$ cat config.mk
export PLATFORM = sky130hd
export DESIGN_NAME = regfile_wb_arbiter
export DESIGN_NICKNAME = d
export VERILOG_FILES = /design/src/rtl/regfile_wb_arbiter_pkg.sv /design/src/rtl/regfile_wb_arbiter_grant.sv /design/src/rtl/regfile_wb_arbiter.sv
export SDC_FILE = /design/constraint.sdc
export NUM_CORES = 1
export LEC_CHECK = 0
export CORE_ASPECT_RATIO = 0.9
export CORE_UTILIZATION = 42
export CTS_CLUSTER_SIZE = 12
export DETAILED_ROUTE_END_ITERATION = 7
export PLACE_DENSITY = 0.86
export SYNTH_ARGS = -nofsm -noshare
export SYNTH_HDL_FRONTEND = slang
export SYNTH_SLANG_ARGS = --single-unit
$ cat constraint.sdc
create_clock -name clk -period 2.85 [get_ports clk]
set_input_delay 0.4275 -clock clk [delete_from_list [all_inputs] [get_ports clk]]
set_output_delay 0.4275 -clock clk [all_outputs]
set_load 0.05 [all_outputs]
$ cat src/rtl/regfile_wb_arbiter_pkg.sv
// Shared CPU writeback constants and helpers for the register-file
// writeback arbiter.
package regfile_wb_arbiter_pkg;

    localparam int ADDR_W               = 5;
    localparam int DATA_W               = 32;
    localparam int STARVE_LIMIT_DEFAULT = 4;

    // Which requester owns the write port on a given cycle.
    typedef enum logic [1:0] {
        SEL_NONE = 2'd0,
        SEL_ALU  = 2'd1,
        SEL_LSU  = 2'd2
    } wb_sel_e;

    // Register x0 is hardwired, so a write to it is accepted but never issued.
    function automatic logic addr_writes(input logic [ADDR_W-1:0] addr);
        return (addr != {ADDR_W{1'b0}});
    endfunction

endpackage

$ cat src/rtl/regfile_wb_arbiter_grant.sv
// Writeback grant logic: LSU has priority, but an ALU that has lost
// STARVE_LIMIT consecutive contended cycles is forced to win.
module wb_grant
    import regfile_wb_arbiter_pkg::*;
#(
    parameter int STARVE_LIMIT = STARVE_LIMIT_DEFAULT
) (
    input  logic clk,
    input  logic rst,
    input  logic alu_valid,
    input  logic lsu_valid,
    output logic alu_grant,
    output logic lsu_grant
);

    localparam int CNT_W = $clog2(STARVE_LIMIT + 1);
    localparam logic [CNT_W-1:0] LIMIT_C = CNT_W'(STARVE_LIMIT);

    logic [CNT_W-1:0] starve_cnt_r;
    logic             at_limit_s;

    // Grant decision: reset blocks both, lone requesters win at once.
    always_comb begin
        at_limit_s = (starve_cnt_r == LIMIT_C);
        alu_grant  = 1'b0;
        lsu_grant  = 1'b0;
        if (rst) begin
            alu_grant = 1'b0;
            lsu_grant = 1'b0;
        end else if (alu_valid && (!lsu_valid || at_limit_s)) begin
            alu_grant = 1'b1;
        end else if (lsu_valid) begin
            lsu_grant = 1'b1;
        end else begin
            alu_grant = 1'b0;
            lsu_grant = 1'b0;
        end
    end

    // Starvation counter: counts ALU losses, saturates, clears on win or idle.
    always_ff @(posedge clk) begin
        if (rst) begin
            starve_cnt_r <= {CNT_W{1'b0}};
        end else if (!alu_valid || alu_grant) begin
            starve_cnt_r <= {CNT_W{1'b0}};
        end else if (!at_limit_s) begin
            starve_cnt_r <= starve_cnt_r + CNT_W'(1);
        end else begin
            starve_cnt_r <= starve_cnt_r;
        end
    end

endmodule

$ cat src/rtl/regfile_wb_arbiter.sv
// Register-file writeback arbiter: merges ALU and LSU writeback requests
// onto a single registered write port with one cycle of latency.
module regfile_wb_arbiter
    import regfile_wb_arbiter_pkg::*;
#(
    parameter int STARVE_LIMIT = STARVE_LIMIT_DEFAULT
) (
    input  logic              clk,
    input  logic              rst,
    input  logic              alu_valid,
    input  logic [ADDR_W-1:0] alu_waddr,
    input  logic [DATA_W-1:0] alu_wdata,
    output logic              alu_ready,
    input  logic              lsu_valid,
    input  logic [ADDR_W-1:0] lsu_waddr,
    input  logic [DATA_W-1:0] lsu_wdata,
    output logic              lsu_ready,
    output logic              rf_we,
    output logic [ADDR_W-1:0] rf_waddr,
    output logic [DATA_W-1:0] rf_wdata,
    output logic [ADDR_W-1:0] pend_addr,
    output logic              pend_valid
);

    logic              alu_grant_s;
    logic              lsu_grant_s;
    wb_sel_e           sel_s;
    logic [ADDR_W-1:0] win_addr_s;
    logic [DATA_W-1:0] win_data_s;

    logic              rf_we_r;
    logic [ADDR_W-1:0] rf_waddr_r;
    logic [DATA_W-1:0] rf_wdata_r;

    wb_grant #(
        .STARVE_LIMIT (STARVE_LIMIT)
    ) u_grant (
        .clk       (clk),
        .rst       (rst),
        .alu_valid (alu_valid),
        .lsu_valid (lsu_valid),
        .alu_grant (alu_grant_s),
        .lsu_grant (lsu_grant_s)
    );

    assign alu_ready = alu_grant_s;
    assign lsu_ready = lsu_grant_s;

    // Select the winning request's address and data.
    always_comb begin
        sel_s      = SEL_NONE;
        win_addr_s = {ADDR_W{1'b0}};
        win_data_s = {DATA_W{1'b0}};
        if (alu_grant_s) begin
            sel_s      = SEL_ALU;
            win_addr_s = alu_waddr;
            win_data_s = alu_wdata;
        end else if (lsu_grant_s) begin
            sel_s      = SEL_LSU;
            win_addr_s = lsu_waddr;
            win_data_s = lsu_wdata;
        end else begin
            sel_s = SEL_NONE;
        end
    end

    // Write-port register: capture a transfer, pulse we, hold data when idle.
    always_ff @(posedge clk) begin
        if (rst) begin
            rf_we_r    <= 1'b0;
            rf_waddr_r <= {ADDR_W{1'b0}};
            rf_wdata_r <= {DATA_W{1'b0}};
        end else begin
            case (sel_s)
                SEL_ALU, SEL_LSU: begin
                    rf_we_r    <= addr_writes(win_addr_s);
                    rf_waddr_r <= win_addr_s;
                    rf_wdata_r <= win_data_s;
                end
                default: begin
                    rf_we_r    <= 1'b0;
                    rf_waddr_r <= rf_waddr_r;
                    rf_wdata_r <= rf_wdata_r;
                end
            endcase
        end
    end

    assign rf_we      = rf_we_r;
    assign rf_waddr   = rf_waddr_r;
    assign rf_wdata   = rf_wdata_r;
    assign pend_addr  = rf_waddr_r;
    assign pend_valid = rf_we_r;

endmodule

==> flow_summary.toml, run 1 <==
[power_and_ir_drop]
ir_worst_vdd_uv = 352
p_total_mw = 1.69
p_sw_share_pct = 30.3
power.density_nw_per_um2 = 480
combPwrFrac_pct = 29.6
power.internal_mw = 1.18
clkPwrFrac_pct = 33.1
seq_power_share_pct = 37.3
leakage_nw = 1.24
power_switching_uw = 512

[global_routing]
antenna_found_initial = 0
track_usage_pct = 24.0
grt_max_degree = 37
grt_pass1_vias = 2187
grt_overflow_total = 0
grt_pass1_wl_um = 10500

[yosys]
synthTopCellsByArea = "dfxtp_1 (37%), a311oi_2 (20%), nand3_1 (15%)"
async_reset_ff_share_pct = 0
synth_cells = 242
yosys-top-cells-count = "nand3_1 (67), dfxtp_1 (41), nor2_1 (34), a311oi_2 (30), buf_4 (13)"
synth_area_um2 = 2230
ys_warn_count = 0
synth_area_per_cell_um2 = 9.23
yosys_most_used_dff = "dfxtp_1"
synth_edf_count = 0
synth_top_cell_by_area = "dfxtp_1"
synth_nets = 322
seq_area_frac_synth_pct = 36.8
ys_ff_latch = 41
netlist.area_leader.share_pct = 36.8
ys_types = 24
synth_most_common_cell = "nand3_1"

[clock_network]
cts-root-buf = "clkbuf_8"
cts_tree = "built"
cts_setup_buffers = 0
clk_pin_slew_ns = 0.08
clockBufferDepth = 2
cts_sinks = 41
htreeDepth = 2
clock_latency_ns = 0.30
postCtsHoldBufs = 0
cts_resized = 0
numCtsBuffers = 5

[critical_path]
required_ns = 2.42
slowest_delay_ns = 0.70
cpLargestDelayFamily = "buffers and inverters"
worstSetupPathType = "input pin to output port"
reg2reg_from = "u_grant.starve_cnt_r[0]"
worst_setup_path_end_kind = "output port"
crit_buf_inv = 2
cp_max_fo = 11
cp.arrival_ns = 1.76
crit_path_cell_trace = "clkdlybuf4s50_1 > nor2b_2 > and2_1 > buf_12"
cp-start-kind = "input pin"
slowest_stage = "clkdlybuf4s50_1"
cp-startpoint = "alu_valid"

[routing]
ant_nets = 0
totalWireLength_um = 6750
vias_per_cell = 5.66
wire_per_inst_um = 16.3
drc = 0
drtPass1Iterations = 4
vias = 2350
dr.first_iter.drc_count = 94

[floorplanning]
io_pins = 124
dieHeight_um = 71.2
rows = 24
die-area_um2 = 5610
core_region_area_um2 = 4980
start_util_pct = 44.8
die_w_um = 78.9

[placed_design]
place_congestion = 0.772
io_buffers = 123
hpwlAfterDp_um = 4830

[sta]
slew_violations = 0
finalCritPeriodShare_pct = 76.7
finalHoldViolCount = 0
worstMarginPinSlew_ns = 0.515
min_period_ns = 2.19
finClkSkew_ns = 0.00546
slew_headroom_pct = 65.5
rsz0062_at_grt = "no"
finalSetupTns_ns = 0
fmax_mhz = 457
finalSetupViolCount = 0

[cells_and_area]
multi_input_area_um2 = 1160
layout-drive-gt1-share_pct = 16.0
syn_to_final_growth_pct = 57.5
n_antenna_cell = 0
seqCellArea_um2 = 821
final_nets = 429
n_fill_cell = 426

[status]
status = "finished clean"

[min_path]
hp-class = "register to register"
min_from = "rf_wdata[28]"

[flow_run]
maxCapViolCount = 0
==> layer usage <==
metal | track usage, % | routed length, um | vias to the layer above
li1 | - | - | 1103
met1 | 28.4 | 2730 | 1148
met2 | 43.6 | 3550 | 90
met3 | 5.16 | 420 | 9
met4 | 6.87 | 46 | 0
met5 | 0 | 0 | -
==> through the flow <==
step	utilization (%)	std cells	setup WS (ns)	hold WS [ns]	instance area (um2)
2_1_floorplan	-	242	1.17	0.502	2230
3_3_place_gp	67.9	407	0.680	0.513	3380
3_5_place_dp	67.9	407	0.653	0.525	3380
4_1_cts	70.6	415	0.662	0.536	3520
5_1_grt	70.6	415	0.584	0.557	3520
6_report	70.6	415	0.664	0.532	3520
==> final timing paths <==
check / to / slack (ns) / depth (start not counted)
max: alu_ready / 0.66 / 4
min: rf_wdata[28] / 0.53 / 2
max reg2reg: rf_wdata[29] / 1.25 / 6
min reg2reg: rf_wdata[28] / 0.53 / 2
==> state kept, by name, summed over array words and instances, names as in the netlist <==
signal                flops
pend_addr                 5
pend_valid                1
rf_wdata                 32
u_grant.starve_cnt_r      3
==> worst register-to-register path: stages (launching register included) <==
cell	delay (ns)
dfxtp_1	0.32
inv_1	0.07
ha_1	0.23
a21bo_1	0.16
buf_4	0.29
nand3_1	0.16
a311oi_2	0.29
==> kinds of logic (layout without fill, tap and decap cells) <==
logic type	count (synthesis)	after routing	synth area share, %
simple gates	114	114	24.1
mux	1	1	0.448
buf+inv	36	144	11.6
compound gates	48	48	26.0
fa+ha+maj	2	2	1.12
flops	41	41	36.8
==> power groups by stage <==
stage	combinational (mW)	sequential [mW]	clock (mW)
2_1_floorplan	0.176	0.764	0
3_3_place_gp	0.494	0.641	0
3_5_place_dp	0.500	0.643	0
4_1_cts	0.502	0.630	0.568
5_1_grt	0.525	0.634	0.587
6_report	0.500	0.630	0.559
==> layout make-up <==
type | instances | share of cell area [%]
Clock inverter | 3 | 1.85
Multi-Input combinational cell | 165 | 32.9
Timing Repair Buffer | 134 | 37.4
Sequential cell | 41 | 23.3
Tap cell | 65 | 2.31
Inverter | 2 | 0.213
Clock buffer | 5 | 1.96
==> placed cells by master (no fill, tap or decap), drive strengths merged, types with 2 or more instances in the layout <==
master | synthesis | final
clkdlybuf4s50 | 0 | 120
dfxtp | 41 | 41
a32oi | 7 | 7
a311oi | 30 | 30
bufinv | 0 | 2
a21oi | 7 | 7
and3 | 2 | 2
nand3 | 68 | 68
nor2 | 34 | 34
nand2 | 3 | 3
inv | 2 | 2
and2 | 2 | 2
nor2b | 2 | 2
clkbuf | 1 | 5
buf | 33 | 14
ha | 2 | 2
nor3 | 2 | 2
(Power assumes the default switching activity.)
==> inputs of run 2 (changes only) <==
--- a/config.mk
+++ b/config.mk
@@ -6,10 +6,10 @@
 export NUM_CORES = 1
 export LEC_CHECK = 0
 export CORE_ASPECT_RATIO = 0.9
-export CORE_UTILIZATION = 42
+export CORE_UTILIZATION = 35
 export CTS_CLUSTER_SIZE = 12
 export DETAILED_ROUTE_END_ITERATION = 7
-export PLACE_DENSITY = 0.86
+export PLACE_DENSITY = 0.77
 export SYNTH_ARGS = -nofsm -noshare
 export SYNTH_HDL_FRONTEND = slang
 export SYNTH_SLANG_ARGS = --single-unit
==> constraint.sdc (replaced) <==
create_clock -name clk -period 1.8 [get_ports clk]
set_input_delay 0.27 -clock clk [delete_from_list [all_inputs] [get_ports clk]]
set_output_delay 0.27 -clock clk [all_outputs]
set_load 0.05 [all_outputs]
==> flow_summary.toml, run 2 (synthesized netlist as in run 1, its figures left out) <==
[status]
status = "finished clean"

[sta]
finalHoldViolCount = 0
finalCritPeriodShare_pct = 97.6
finClkSkew_ns = 0.0114
rsz0062_at_grt = "no"
slew_violations = 0
worstMarginPinSlew_ns = 0.522
finalSetupViolCount = 0
slew_headroom_pct = 65.1
fmax_mhz = 569
finalSetupTns_ns = 0
min_period_ns = 1.76

[global_routing]
antenna_found_initial = 0
track_usage_pct = 19.5
grt_pass1_vias = 2295
grt_pass1_wl_um = 10500
grt_max_degree = 35
grt_overflow_total = 0

[routing]
drc = 0
totalWireLength_um = 6540
ant_nets = 0
dr.first_iter.drc_count = 76
wire_per_inst_um = 14.8
vias_per_cell = 5.23
vias = 2312
drtPass1Iterations = 4

[cells_and_area]
layout-drive-gt1-share_pct = 17.5
layout_common_cells = "clkdlybuf4s50_1 (119), nand3_1 (67), dfxtp_1 (41)"
final_nets = 434
finish.utilization_pct = 59.2
largest_reg_flops = 32
syn_to_final_growth_pct = 62.9
fin_area_um2 = 3640
n_antenna_cell = 0
layout_commonest_cell = "clkdlybuf4s50_1"

[clock_network]
cts_setup_buffers = 0
htreeDepth = 2
cts-root-buf = "clkbuf_8"
postCtsHoldBufs = 0
numCtsBuffers = 5
cts_sinks = 41
clockBufferDepth = 2
clk_pin_slew_ns = 0.08
clock_latency_ns = 0.29
cts_tree = "built"

[placed_design]
hpwlAfterDp_um = 4770
place_congestion = 0.785
io_buffers = 123
placed_cell_area_um2 = 3510

[min_path]
hp-class = "input pin to register"
whs_path_depth = 5

[critical_path]
cpLargestDelayFamily = "buffers and inverters"
cp-startpoint = "pend_addr[1]"
crit_buf_inv = 1
slowest_stage = "clkdlybuf4s50_1"
worstSetupPathType = "register to output port"
crit_cells = 1
slowest_delay_ns = 0.82
worst_setup_path_end_kind = "output port"
endpoint = "rf_waddr[1]"
cp.arrival_ns = 1.49
cp_max_fo = 3
reg2reg_from = "u_grant.starve_cnt_r[0]"
r2r_cells = 6
r2r_setup_slack_ns = 0.28
crit_path_cell_trace = "clkdlybuf4s50_1"
required_ns = 1.53
cp-start-kind = "register"
timing.rr.end = "rf_wdata[12]"

[floorplanning]
die_w_um = 86.2
die-area_um2 = 6700
io_pins = 124
rows = 27
start_util_pct = 36.3
core_region_area_um2 = 6150
dieHeight_um = 77.8

[flow_run]
maxCapViolCount = 0

[power_and_ir_drop]
power.density_nw_per_um2 = 710
ir_worst_vdd_uv = 316
leakage_nw = 1.29
p_total_mw = 2.58
[run 2: routing by layer]
metal	global-route usage (%)	vias to the layer above	part of all wire, %
li1	-	1114	-
met1	24.4	1107	42
met2	32.2	76	49
met3	4.89	15	6.7
met4	7.50	0	2.2
met5	0	-	0
[run 2: metrics by stage]
| stage | cells | hold slack (ns) | worst slack [ns] |
|---|---|---|---|
| after floorplan | 242 | 0.431 | 0.194 |
| after global placement | 434 | 0.518 | 0.0794 |
| after detailed placement | 434 | 0.524 | -0.00800 |
| after CTS | 442 | 0.451 | 0.0227 |
| after global routing | 442 | 0.503 | 0.00371 |
| final | 442 | 0.486 | 0.0429 |
[run 2: worst min path at each step]
stage | end | slack (ns) | from
6_report | u_grant.starve_cnt_r[2] | 0.49 | rst
5_1_grt | u_grant.starve_cnt_r[2] | 0.50 | rst
4_1_cts | u_grant.starve_cnt_r[2] | 0.45 | rst
3_5_place_dp | rf_wdata[9] | 0.52 | rf_wdata[9]
3_3_place_gp | u_grant.starve_cnt_r[0] | 0.52 | u_grant.starve_cnt_r[0]
2_1_floorplan | rf_wdata[0] | 0.43 | lsu_wdata[0]
[run 2: cell type report]
type / count / area [um2]
fill: 566 / 2510
multi-input combinational: 165 / 1170
timing repair buffer: 139 / 1410
clock inverter: 1 / 30.0
tap: 87 / 109
sequential: 41 / 821
inverter: 2 / 7.51
clock buffer: 7 / 86.3
[run 2: what timing repair did]
action | in CTS | in global routing
gates resized for setup | 0 | 3
endpoints found under the setup margin | 1 | 2
pin swaps | 1 | 0
[run 2: power breakdown]
group          leakage (nW)  total (mW)  internal, mW  switching (mW)
Sequential            0.338       0.996         0.965          0.0311
Clock                0.0585       0.771         0.452           0.318
Combinational         0.890       0.818         0.370           0.448
